===== config.mk =====
export PLATFORM = sky130hd
export DESIGN_NAME = mem_port_arbiter
export DESIGN_NICKNAME = d
export VERILOG_FILES = /design/src/rtl/cpu_mem_pkg.sv /design/src/rtl/mem_arb_pick.sv /design/src/rtl/mem_port_arbiter.sv
export SDC_FILE = /design/constraint.sdc
export NUM_CORES = 1
export LEC_CHECK = 0
export ABC_AREA = 1
export BUFFER_PORTS_ARGS = -buffer_cell sky130_fd_sc_hd__buf_4
export CAP_MARGIN = 20
export CORE_MARGIN = 2
export CORE_UTILIZATION = 35
export CTS_BUF_LIST = sky130_fd_sc_hd__clkbuf_16
export CTS_CLUSTER_DIAMETER = 100
export DETAILED_ROUTE_END_ITERATION = 8
export HOLD_SLACK_MARGIN = 0.08
export PLACE_DENSITY_LB_ADDON = 0.2
export SLEW_MARGIN = 10
export SYNTH_ARGS = -nofsm -noshare
export SYNTH_HDL_FRONTEND = slang
export SYNTH_HIERARCHICAL = 1
export SYNTH_SLANG_ARGS = --single-unit

===== constraint.sdc =====
create_clock -name CLK -period 2 [get_ports CLK]
set_clock_uncertainty 0.05 [all_clocks]
set_input_delay 0.3 -clock CLK [delete_from_list [all_inputs] [get_ports CLK]]
set_output_delay 0.3 -clock CLK [all_outputs]
set_load 0.01 [all_outputs]

===== src/rtl/cpu_mem_pkg.sv =====
// Shared types and constants for the CPU-side memory port.
//   WORD_W          memory word / address width
//   MEM_DEPTH_DEF   default number of implemented words
//   STARVE_MAX_DEF  default D-wins-in-a-row limit before IF is forced through
package cpu_mem_pkg;

  localparam int unsigned WORD_W         = 16;
  localparam int unsigned MEM_DEPTH_DEF  = 1024;
  localparam int unsigned STARVE_MAX_DEF = 3;

  typedef enum logic [1:0] {
    ST_IDLE = 2'd0,
    ST_CMD  = 2'd1,
    ST_RESP = 2'd2
  } state_e;

  typedef enum logic {
    OWN_IF = 1'b0,
    OWN_D  = 1'b1
  } owner_e;

  // Request selected by arbitration, as latched on the acceptance edge.
  typedef struct packed {
    owner_e              owner;
    logic                we;
    logic                oor;
    logic [WORD_W-1:0]   addr;
    logic [WORD_W-1:0]   wdata;
  } req_t;

  // Counter width able to hold 0..max.
  function automatic int unsigned starve_cnt_w(input int unsigned max);
    return (max < 1) ? 1 : $clog2(max + 1);
  endfunction

  function automatic logic addr_out_of_range(input logic [WORD_W-1:0] a,
                                             input int unsigned       depth);
    return 32'(a) >= depth;
  endfunction

endpackage


===== src/rtl/mem_arb_pick.sv =====
// Winner selection between IF and D plus the saturating starvation counter.
//   clk_i, rst_ni   clock, async active-low reset
//   idle_i          arbiter can accept a request this cycle
//   if_req_i        IF requesting
//   d_req_i         D requesting
//   if_win_c_o      IF accepted this cycle (combinational)
//   d_win_c_o       D accepted this cycle (combinational)
module mem_arb_pick
  import cpu_mem_pkg::*;
#(
  parameter  int unsigned STARVE_MAX = STARVE_MAX_DEF,
  localparam int unsigned CNT_W      = starve_cnt_w(STARVE_MAX)
) (
  input  logic clk_i,
  input  logic rst_ni,
  input  logic idle_i,
  input  logic if_req_i,
  input  logic d_req_i,
  output logic if_win_c_o,
  output logic d_win_c_o
);

  logic [CNT_W-1:0] starve_q, starve_d;
  logic             at_max_c;

  // D normally wins ties; once IF has been passed over STARVE_MAX times it wins.
  always_comb begin
    at_max_c   = (starve_q == CNT_W'(STARVE_MAX));
    if_win_c_o = idle_i & if_req_i & (~d_req_i | at_max_c);
    d_win_c_o  = idle_i & d_req_i & ~(if_req_i & at_max_c);
  end

  // Counts consecutive D wins that left IF waiting.
  always_comb begin
    starve_d = starve_q;
    if (d_win_c_o) begin
      if (!if_req_i)     starve_d = '0;
      else if (at_max_c) starve_d = starve_q;
      else               starve_d = starve_q + CNT_W'(1);
    end else if (if_win_c_o) begin
      starve_d = '0;
    end
  end

  always_ff @(posedge clk_i or negedge rst_ni) begin
    if (!rst_ni) starve_q <= '0;
    else         starve_q <= starve_d;
  end

endmodule


===== src/rtl/mem_port_arbiter.sv =====
// Arbitrates IF fetches and D loads/stores onto the single-port word memory,
// one transaction in flight, and routes the response back to the winner.
//   CLK, reset                      clock, async active-low reset
//   if_req/if_addr                  IF read request (held until if_gnt)
//   if_gnt/if_rvalid/if_rdata       IF accept (comb), response pulse, data
//   d_req/d_we/d_addr/d_wdata       D request (held until d_gnt)
//   d_gnt/d_rvalid/d_rdata/d_err    D accept (comb), response pulse, data, range error
//   MemRead/MemWrite/ADDR/Data_in   registered memory command
//   Data_out                        memory read data, valid in RESP
module mem_port_arbiter
  import cpu_mem_pkg::*;
#(
  parameter int unsigned MEM_DEPTH  = MEM_DEPTH_DEF,
  parameter int unsigned STARVE_MAX = STARVE_MAX_DEF
) (
  input  logic              CLK,
  input  logic              reset,
  input  logic              if_req,
  input  logic [WORD_W-1:0] if_addr,
  output logic              if_gnt,
  output logic              if_rvalid,
  output logic [WORD_W-1:0] if_rdata,
  input  logic              d_req,
  input  logic              d_we,
  input  logic [WORD_W-1:0] d_addr,
  input  logic [WORD_W-1:0] d_wdata,
  output logic              d_gnt,
  output logic              d_rvalid,
  output logic [WORD_W-1:0] d_rdata,
  output logic              d_err,
  output logic              MemRead,
  output logic              MemWrite,
  output logic [WORD_W-1:0] ADDR,
  output logic [WORD_W-1:0] Data_in,
  input  logic [WORD_W-1:0] Data_out
);

  state_e            state_q, state_d;
  owner_e            owner_q, owner_d;
  logic              we_q, we_d;
  logic              oor_q, oor_d;
  logic              mem_read_q, mem_read_d;
  logic              mem_write_q, mem_write_d;
  logic [WORD_W-1:0] addr_q, addr_d;
  logic [WORD_W-1:0] data_in_q, data_in_d;

  logic              idle_c;
  logic              if_win_c, d_win_c;
  req_t              sel_c;
  logic              resp_c;

  assign idle_c = (state_q == ST_IDLE);

  mem_arb_pick #(
    .STARVE_MAX (STARVE_MAX)
  ) u_pick (
    .clk_i      (CLK),
    .rst_ni     (reset),
    .idle_i     (idle_c),
    .if_req_i   (if_req),
    .d_req_i    (d_req),
    .if_win_c_o (if_win_c),
    .d_win_c_o  (d_win_c)
  );

  // Request of whichever side wins; IF is always a read with no write data.
  always_comb begin
    sel_c.owner = d_win_c ? OWN_D : OWN_IF;
    sel_c.we    = d_win_c & d_we;
    sel_c.addr  = d_win_c ? d_addr : if_addr;
    sel_c.wdata = d_win_c ? d_wdata : '0;
    sel_c.oor   = addr_out_of_range(sel_c.addr, MEM_DEPTH);
  end

  // Next-state and command logic: IDLE accepts, CMD presents one cycle, RESP returns.
  always_comb begin
    state_d     = state_q;
    owner_d     = owner_q;
    we_d        = we_q;
    oor_d       = oor_q;
    mem_read_d  = mem_read_q;
    mem_write_d = mem_write_q;
    addr_d      = addr_q;
    data_in_d   = data_in_q;

    case (state_q)
      ST_IDLE: begin
        if (if_win_c || d_win_c) begin
          owner_d     = sel_c.owner;
          we_d        = sel_c.we;
          oor_d       = sel_c.oor;
          addr_d      = sel_c.addr;
          // Out-of-range requests never reach the memory strobes.
          mem_read_d  = ~sel_c.oor & ~sel_c.we;
          mem_write_d = ~sel_c.oor & sel_c.we;
          if (!sel_c.oor) data_in_d = sel_c.wdata;
          state_d     = ST_CMD;
        end
      end
      ST_CMD: begin
        mem_read_d  = 1'b0;
        mem_write_d = 1'b0;
        state_d     = ST_RESP;
      end
      ST_RESP: begin
        state_d = ST_IDLE;
      end
      default: begin
        state_d     = ST_IDLE;
        mem_read_d  = 1'b0;
        mem_write_d = 1'b0;
      end
    endcase
  end

  always_ff @(posedge CLK or negedge reset) begin
    if (!reset) begin
      state_q     <= ST_IDLE;
      owner_q     <= OWN_IF;
      we_q        <= 1'b0;
      oor_q       <= 1'b0;
      mem_read_q  <= 1'b0;
      mem_write_q <= 1'b0;
      addr_q      <= '0;
      data_in_q   <= '0;
    end else begin
      state_q     <= state_d;
      owner_q     <= owner_d;
      we_q        <= we_d;
      oor_q       <= oor_d;
      mem_read_q  <= mem_read_d;
      mem_write_q <= mem_write_d;
      addr_q      <= addr_d;
      data_in_q   <= data_in_d;
    end
  end

  assign if_gnt   = if_win_c;
  assign d_gnt    = d_win_c;
  assign MemRead  = mem_read_q;
  assign MemWrite = mem_write_q;
  assign ADDR     = addr_q;
  assign Data_in  = data_in_q;

  // Response decoded from state; data only for in-range loads, zero otherwise.
  always_comb begin
    resp_c    = (state_q == ST_RESP);
    if_rvalid = resp_c & (owner_q == OWN_IF);
    d_rvalid  = resp_c & (owner_q == OWN_D);
    if_rdata  = (if_rvalid & ~oor_q) ? Data_out : '0;
    d_rdata   = (d_rvalid & ~oor_q & ~we_q) ? Data_out : '0;
    d_err     = d_rvalid & oor_q;
  end

endmodule


==> results.toml, run 1 <==
[die]
die-area_um2 = 7167
start_util = 0.3607
die_w_um = 84.66
num_rows = 29
core_um2 = 6314
io_pins = 140
die_height_um = 84.66

[placed_design]
portBuffers = 139
place_hpwl_mm = 4.935
globalplace.congestion = 0.8324
place_area_um2 = 3526

[final_layout]
antenna_cells = 0
fin_area_um2 = 3791
finalNetCount = 548
synthToLayoutAreaGrowth_pct = 66.48
layout-drive-gt1-share = 0.4238
postLayoutCoreUtil = 0.6005

[pwr]
peakVddDrop_v = 0.0005947
finalPower_mw = 3.978
p_leak_nw = 2.275
p_per_area_nw_per_um2 = 1049

[status]
status = "complete, no violations"

[global_route]
grt_max_degree = 42
antenna_found_initial = 0
grt_overflow = 0
track_usage = 0.1765
grt_pass1_wl_mm = 10.45
grt_pass1_vias = 2391

[clock_network]
numCtsBuffers = 5
root_buffer = "clkbuf_16"
insertion_delay_ps = 270
cts_tree = "yes"
cts_sinks = 41
path_clk_slew_ps = 60
h-tree-depth = 2
cts_buffer_depth = 2

[sta]
setup_viol_count_final = 0
finalHoldViolCount = 0
post-route-period-util = 0.9495
period_needed_ps = 1899
max_freq_mhz = 526.6
relSlewSlack = 0.6416
slew_violations = 0
worstMarginPinSlew_ps = 537.6
hold_slack_ps = 232.7

[yosys]
yosys.area.top_type_share = 0.4505
ys.flop_type = "dfrtp_1"
synth_edf_count = 0
ys_seq_area_frac = 0.4505
synth.most_common_cell = "nand2_1"
synth_nets = 391
synthTopCellsByCount = "nand2_1 (107), inv_1 (54), nor2_1 (52)"
yosysWarnings = 6
yosysTopAreaCell = "dfrtp_1"
async_flop_share = 1.000
syn_inst = 321
syn_area_um2 = 2277
syn_avg_cell_area_um2 = 7.094
ys_seq_elements = 41
ys_types = 21
synth_area_leaders = "dfrtp_1 (45%), nand2_1 (18%), inv_1 (8.9%), nor2_1 (8.6%), nand3_2 (3.5%)"

[route]
avgViaCountPerCell = 4.491
wl_per_cell_um = 11.41
drt_iter0_drc = 89
wl_mm = 6.342
dr.pass1.iters = 4
drc = 0
final_antenna_net_count = 0
num_vias = 2497

[setup_path]
reg2reg_from = "state_q[0]"
critPathLaunchType = "flip-flop"
startpoint = "state_q[0]"
critPathKind = "reg2out"
cp.required_ps = 1650
arrival_ps = 1550
end_kind = "primary output"
crit_fanout = 10

[flow_run]
cap_violations = 0

[hold_path]
hold_path.class = "in2reg"
hp-start = "if_addr[7]"
metal layers:
| metal | share of wire | vias to the layer above | track usage |
|---|---|---|---|
| met5 | 0 | - | 0 |
| met1 | 0.40 | 1112 | 0.2087 |
| li1 | - | 1277 | - |
| met3 | 0.095 | 6 | 0.05015 |
| met4 | 0.0091 | 0 | 0.04618 |
| met2 | 0.49 | 102 | 0.3142 |
worst max-delay path, stage by stage (launching register included):
cell and delay, ps:
dfrtp_1 390, inv_2 70, buf_4 110, nand2_2 70
nor2_2 150, nand3_2 100, buf_6 150, nor2_2 110
buf_4 140
power breakdown:
part | internal, mW | switching (mW)
clock | 0.580 | 0.311
combinational | 0.867 | 0.967
sequential | 1.10 | 0.154
total | 2.55 | 1.43
logic make-up after synthesis:
family / count (synthesis) / synth area share
adder cells (fa/ha/maj): 1 / 0.005494
AO/OA/AOI/OAI: 21 / 0.05330
AND/OR/NAND/NOR: 188 / 0.3528
buffers and inverters: 70 / 0.1379
flip-flops: 41 / 0.4505
what timing repair did:
action	4_1_cts	5_1_grt
hold endpoints to repair	41	0
hold buffers	1	0
buffers inserted	0	2
endpoints found under the setup margin	33	62
cloned	1	0
resized for setup	2	22
pin swaps	0	3
sequential cells by signal (all words and copies together), names as in the netlist:
register,count
owner_q,1
MemRead,1
MemWrite,1
ADDR,16
Data_in,16
we_q,1
u_pick/starve_q,2
state_q,2
oor_q,1
metrics by stage:
stage                     worst slack (ps)  setup TNS (ps)  std cells
after floorplan                      29.98               0        321
after global placement               70.75               0        544
after detailed placement            0.4425               0        544
after CTS                            8.603               0        554
after global routing                -26.55          -122.4        556
final                                100.9               0        556
cell usage in the layout, fill, tap and decap left out, types with 6 or more instances in the layout:
cell type and count:
buf_4 156, nand2_1 98, inv_1 53, nor2_1 48, dfrtp_1 41, nand3_1 14
a31oi_1 11, nand2_2 9, nand3_2 9, o21ai_0 6
final timing paths:
check	slack [ps]	cells past startpoint	endpoint
worst max register to register	140	15	MemRead
max in group asynchronous	1030	2	u_pick/starve_q[1]
worst max-delay path	100	8	d_rdata[6]
worst min register to register	430	2	Data_in[1]
worst min-delay path	230	3	ADDR[7]
min in group asynchronous	490	2	Data_in[9]
area by class of cell:
| class | instances | area, um^2 |
|---|---|---|
| repair buffers | 164 | 1286 |
| clock inverters | 3 | 37.54 |
| inverters | 55 | 209.0 |
| clock buffers | 5 | 125.1 |
| fillers | 597 | 2522 |
| multi-input cells | 211 | 1011 |
| well taps | 77 | 96.34 |
| flip-flops and latches | 41 | 1026 |
Note: power is estimated with default switching activity, not from simulation.
==> inputs of run 2 (changes only) <==
--- a/config.mk
+++ b/config.mk
@@ -8,7 +8,6 @@
 export ABC_AREA = 1
 export BUFFER_PORTS_ARGS = -buffer_cell sky130_fd_sc_hd__buf_4
 export CAP_MARGIN = 20
-export CORE_MARGIN = 2
 export CORE_UTILIZATION = 35
 export CTS_BUF_LIST = sky130_fd_sc_hd__clkbuf_16
 export CTS_CLUSTER_DIAMETER = 100
==> run 2 against run 1 <==
Routed wire length grew 7.7%. Setup slack lost 70 ps. Sequential share of layout area shrank 0.60 points. Sequential power is essentially flat. Largest cell class unchanged. Highest routed layer unchanged.
==> results.toml, run 2 (synthesis results as in run 1) <==
[hold_path]
holdPathEnd = "ADDR[1]"
hold_path.class = "in2reg"
hp-start = "if_addr[1]"
hold_depth = 3

[clock_network]
numCtsBuffers = 5
insertion_delay_ps = 280
cts_buffer_depth = 2
root_buffer = "clkbuf_16"
path_clk_slew_ps = 60
cts_sinks = 41
cts_tree = "yes"
h-tree-depth = 2

[global_route]
grt_pass1_wl_mm = 9.390
track_usage = 0.1832
grt_pass1_vias = 2206
antenna_found_initial = 0
grt_max_degree = 42
grt_overflow = 0

[sta]
relSlewSlack = 0.6411
finalHoldViolCount = 0
rsz0062_at_grt = "yes"
period_needed_ps = 1969
hold_slack_ps = 233.5
fin_tns_setup_ps = 0
slew_violations = 0
timing.final.ws_setup_ps = 30.91
post-route-period-util = 0.9845
setup_viol_count_final = 0
max_freq_mhz = 507.8
worstMarginPinSlew_ps = 538.3

[setup_path]
worst_path_largest_cell_delay_ps = 390
crit_fanout = 5
slowest_stage = "dfrtp_1"
reg2reg_slack_ps = 30
cp.required_ps = 2120
path_cells = "inv_2, nand2_2, inv_2, nand2_4, a21oi_4, buf_6, buf_4, nand2_1, inv_1, nor2_1, nand2_2, nor2_4, buf_12, clkbuf_16, nand3_1, nand2_1"
critPathKind = "reg2reg"
critPathLaunchType = "flip-flop"
crit_buf_inv = 7
arrival_ps = 2090
reg2reg_from = "state_q[0]"
critPathTopFamily = "buffers and inverters"
critical_path.reg2reg.endpoint = "Data_in[8]"
end_kind = "flip-flop"
reg2regPathDepth = 16

[placed_design]
globalplace.congestion = 0.7913
place_area_um2 = 3451
placed_cells_incl_taps = 534
place_hpwl_mm = 4.791
portBuffers = 139
dp_slack_ps = -59.28

[route]
drt_iter0_drc = 112
drc = 0
dr.pass1.iters = 4
final_antenna_net_count = 0
avgViaCountPerCell = 4.563
num_vias = 2514
wl_per_cell_um = 12.40
wl_mm = 6.833

[die]
die_w_um = 82.66
die_height_um = 82.66
io_pins = 140
core_um2 = 6314
start_util = 0.3607
num_rows = 29
die-area_um2 = 6833

[final_layout]
final_cell_mix = "buf_4 (146), nand2_1 (95), inv_1 (52)"
fin_area_um2 = 3877
fillerInstances = 563
finalNetCount = 543
layout-drive-gt1-share = 0.4262
synthToLayoutAreaGrowth_pct = 70.27
fin_cells = 551
final_common_cell = "buf_4"
antenna_cells = 0

[pwr]
peakVddDrop_v = 0.0005861
p_leak_nw = 2.290
p_per_area_nw_per_um2 = 1062

[flow_run]
cap_violations = 0

[status]
status = "complete, no violations"
## run 2: worst max-delay path by stage
stage | depth (start not counted) | endpoint | startpoint
2_1_floorplan | 14 | Data_in[10] | state_q[0]
3_3_place_gp | 13 | Data_in[1] | state_q[0]
3_5_place_dp | 13 | Data_in[8] | state_q[0]
4_1_cts | 13 | Data_in[0] | state_q[0]
5_1_grt | 16 | Data_in[8] | state_q[0]
6_report | 16 | Data_in[8] | state_q[0]
## run 2: power breakdown
| group | internal [mW] | leakage (nW) | switching (mW) |
|---|---|---|---|
| Combinational | 0.928 | 1.69 | 1.03 |
| Clock | 0.579 | 0.0826 | 0.305 |
| Sequential | 1.10 | 0.519 | 0.178 |
| Total | 2.61 | 2.29 | 1.51 |
## run 2: worst reg2reg max path: cells and delay by family (launching register included)
kind	cells	cell delay (ps)
and+or+nand+nor	8	470
DFF	1	390
AOI/OAI and AO/OA	1	200
buffers and inverters	7	750
## run 2: cell type report
cell class / count / area (um^2) / share of cell area
repair buffers: 159 / 1321 / 0.3408
multi-input cells: 211 / 1057 / 0.2727
flip-flops and latches: 41 / 1026 / 0.2646
inverters: 55 / 214.0 / 0.05518
clock buffers: 5 / 125.1 / 0.03227
well taps: 77 / 96.34 / 0.02485
clock inverters: 3 / 37.54 / 0.009681
## run 2: per-stage QoR
stage | util | total power, mW
3_3_place_gp | 0.5466 | 2.963
4_1_cts | 0.5801 | 3.928
2_1_floorplan | - | 2.190
3_5_place_dp | 0.5466 | 2.997
6_report | 0.6142 | 4.116
5_1_grt | 0.6142 | 4.391
## run 2: per-layer routing
layer	share of wire	wire length, um	GRT usage
met5	0	0	0
met4	0.013	89	0.05345
met2	0.51	3470	0.3549
met3	0.099	674	0.05495
met1	0.38	2599	0.1863
## run 2: what timing repair did
action / in CTS / in global routing
hold buffers: 1 / 0
pin swaps: 0 / 8
buffers inserted: 2 / 2
hold endpoints to repair: 41 / 0
gates resized for setup: 6 / 31
cloned: 0 / 4
endpoints found under the setup margin: 35 / 46
==> inputs of run 3 (changes only) <==
--- a/config.mk
+++ b/config.mk
@@ -14,8 +14,8 @@
 export DETAILED_ROUTE_END_ITERATION = 8
 export HOLD_SLACK_MARGIN = 0.08
 export PLACE_DENSITY_LB_ADDON = 0.2
+export SETUP_SLACK_MARGIN = 0.2
 export SLEW_MARGIN = 10
 export SYNTH_ARGS = -nofsm -noshare
 export SYNTH_HDL_FRONTEND = slang
-export SYNTH_HIERARCHICAL = 1
 export SYNTH_SLANG_ARGS = --single-unit
==> run 3 against run 2 <==
Utilization up 5.7 points. Die area down 2.4%. Total power up 2.4%. Clock power down 12%. Sequential power about the same. Cell area up 4.3%. Largest cell class unchanged. Largest power group unchanged.
==> results.toml, run 3 <==
[status]
status = "complete, no violations"

[final_layout]
fin_cells = 555
postLayoutCoreUtil = 0.6709
synthToLayoutAreaGrowth_pct = 81.93
fillerInstances = 517
final_common_cell = "buf_4"
antenna_cells = 0
layout-drive-gt1-share = 0.4875
finalNetCount = 549
final_cell_mix = "buf_4 (153), nand2_1 (51), inv_1 (49)"

[clock_network]
cts_sinks = 41
path_clk_slew_ps = 60
numCtsBuffers = 5
cts_buffer_depth = 2
cts_tree = "yes"
insertion_delay_ps = 280
root_buffer = "clkbuf_16"
h-tree-depth = 2

[pwr]
p_leak_nw = 2.301
clkPwrFrac = 0.184
intPower_mw = 2.657
p_per_area_nw_per_um2 = 1043
sw_frac_of_total = 0.3697
comb_power_share = 0.517
p_switching_mw = 1.559
pwr-share-seq = 0.299
peakVddDrop_v = 0.0006015

[route]
dr.pass1.iters = 5
final_antenna_net_count = 0
drt_iter0_drc = 130
num_vias = 2569
wl_mm = 7.304
avgViaCountPerCell = 4.629
wl_per_cell_um = 13.16
drc = 0

[setup_path]
critPathKind = "reg2reg"
end_kind = "flip-flop"
crit_fanout = 5
arrival_ps = 2070
cp.required_ps = 2170
critPathLaunchType = "flip-flop"

[hold_path]
hold_path.class = "in2reg"

[sta]
relSlewSlack = 0.6404
finalHoldViolCount = 0
slew_violations = 0
max_freq_mhz = 526.2
period_needed_ps = 1901
post-route-period-util = 0.9503
worstMarginPinSlew_ps = 539.4
hold_slack_ps = 220.2
rsz0062_at_grt = "yes"
setup_viol_count_final = 0

[die]
io_pins = 140
start_util = 0.3688
die-area_um2 = 6672
core_um2 = 6026
die_w_um = 81.68
num_rows = 28
die_height_um = 81.68

[yosys]
synth_area_leaders = "dfrtp_1 (46%), nand2_1 (11%), nor2_1 (11%), inv_1 (8.6%), nand3_1 (5.0%)"
yosysTopAreaCell = "dfrtp_1"
yosysWarnings = 0
yosys.area.top_type_share = 0.4617
synth_edf_count = 0
syn_inst = 306
synthTopCellsByCount = "nand2_1 (66), nor2_1 (64), inv_1 (51)"
ys.flop_type = "dfrtp_1"
synth_nets = 376
ys_types = 23
syn_avg_cell_area_um2 = 7.262
syn_area_um2 = 2222
ys_seq_elements = 41
ys_seq_area_frac = 0.4617
synth.most_common_cell = "nand2_1"
async_flop_share = 1.000

[global_route]
track_usage = 0.2122
grt_pass1_wl_mm = 10.88
grt_pass1_vias = 2402
antenna_found_initial = 0
grt_max_degree = 42
grt_overflow = 0

[flow_run]
cap_violations = 0

[placed_design]
placed_cells_incl_taps = 519
place_hpwl_mm = 4.687
globalplace.congestion = 0.7316
portBuffers = 139
[run 3: power by group through the flow]
| stage | combinational, mW | clock [mW] | sequential, mW |
|---|---|---|---|
| 2_1_floorplan | 0.742 | 0 | 1.36 |
| 3_3_place_gp | 1.57 | 0 | 1.27 |
| 3_5_place_dp | 1.60 | 0 | 1.27 |
| 4_1_cts | 2.05 | 0.784 | 1.26 |
| 5_1_grt | 2.37 | 0.827 | 1.30 |
| 6_report | 2.18 | 0.775 | 1.26 |
[run 3: area by class of cell]
| cell class | instances | area [um^2] | area share |
|---|---|---|---|
| Clock buffer | 5 | 125.1 | 0.03095 |
| Clock inverter | 3 | 12.51 | 0.003095 |
| Inverter | 52 | 198.9 | 0.04921 |
| Multi-Input combinational cell | 201 | 1119 | 0.2767 |
| Sequential cell | 41 | 1026 | 0.2538 |
| Tap cell | 75 | 93.84 | 0.02321 |
| Timing Repair Buffer | 178 | 1468 | 0.3630 |
[run 3: timing repair]
action	CTS	global route
pin swaps	12	9
buffers inserted	20	3
resized for setup	60	34
gates cloned	4	0
hold endpoints to repair	41	0
endpoints found under the setup margin	60	71
hold buffers	1	0
[run 3: critical path, cell delays in order, from the launching register on]
cell	delay, ps
dfrtp_1	390
buf_4	150
nor2_4	170
buf_4	150
nand4_1	90
nand2_1	120
nand2_2	120
nor2_4	240
buf_4	190
nand3_1	90
nand2_1	70
[run 3: logic make-up after synthesis]
family,share of synthesized area
AOI/OAI and AO/OA,0.07151
adders and majority gates,0.005630
buffers and inverters,0.1318
DFF,0.4617
muxes,0.004505
and+or+nand+nor,0.3249
[run 3: worst paths after layout]
kind / slack (ps) / start / endpoint / depth (start not counted)
setup / recovery: 100 / state_q[0] / Data_in[15] / 10
hold / removal: 220 / d_addr[9] / ADDR[9] / 3
setup reg to reg: 100 / state_q[0] / Data_in[15] / 10
hold reg to reg: 420 / Data_in[5] / Data_in[5] / 2
max in group asynchronous: 1030 / reset / Data_in[11] / 2
min in group asynchronous: 500 / reset / Data_in[6] / 2
[run 3: metrics by stage]
step	power [mW]	setup TNS [ps]	worst slack (ps)	cell area, um^2
after global routing	4.490	-74.86	-18.01	4043
after floorplan	2.100	0	262.6	2222
final	4.216	0	99.43	4043
after global placement	2.835	-5059	-321.4	3367
after detailed placement	2.875	-6662	-434.2	3367
after CTS	4.090	0	100.1	3913
[run 3: layer usage]
metal,track usage,share of wire,vias up
met5,0,0,-
met2,0.3617,0.51,89
met1,0.2733,0.42,1182
met3,0.04333,0.058,10
li1,-,-,1288
met4,0.05439,0.013,0
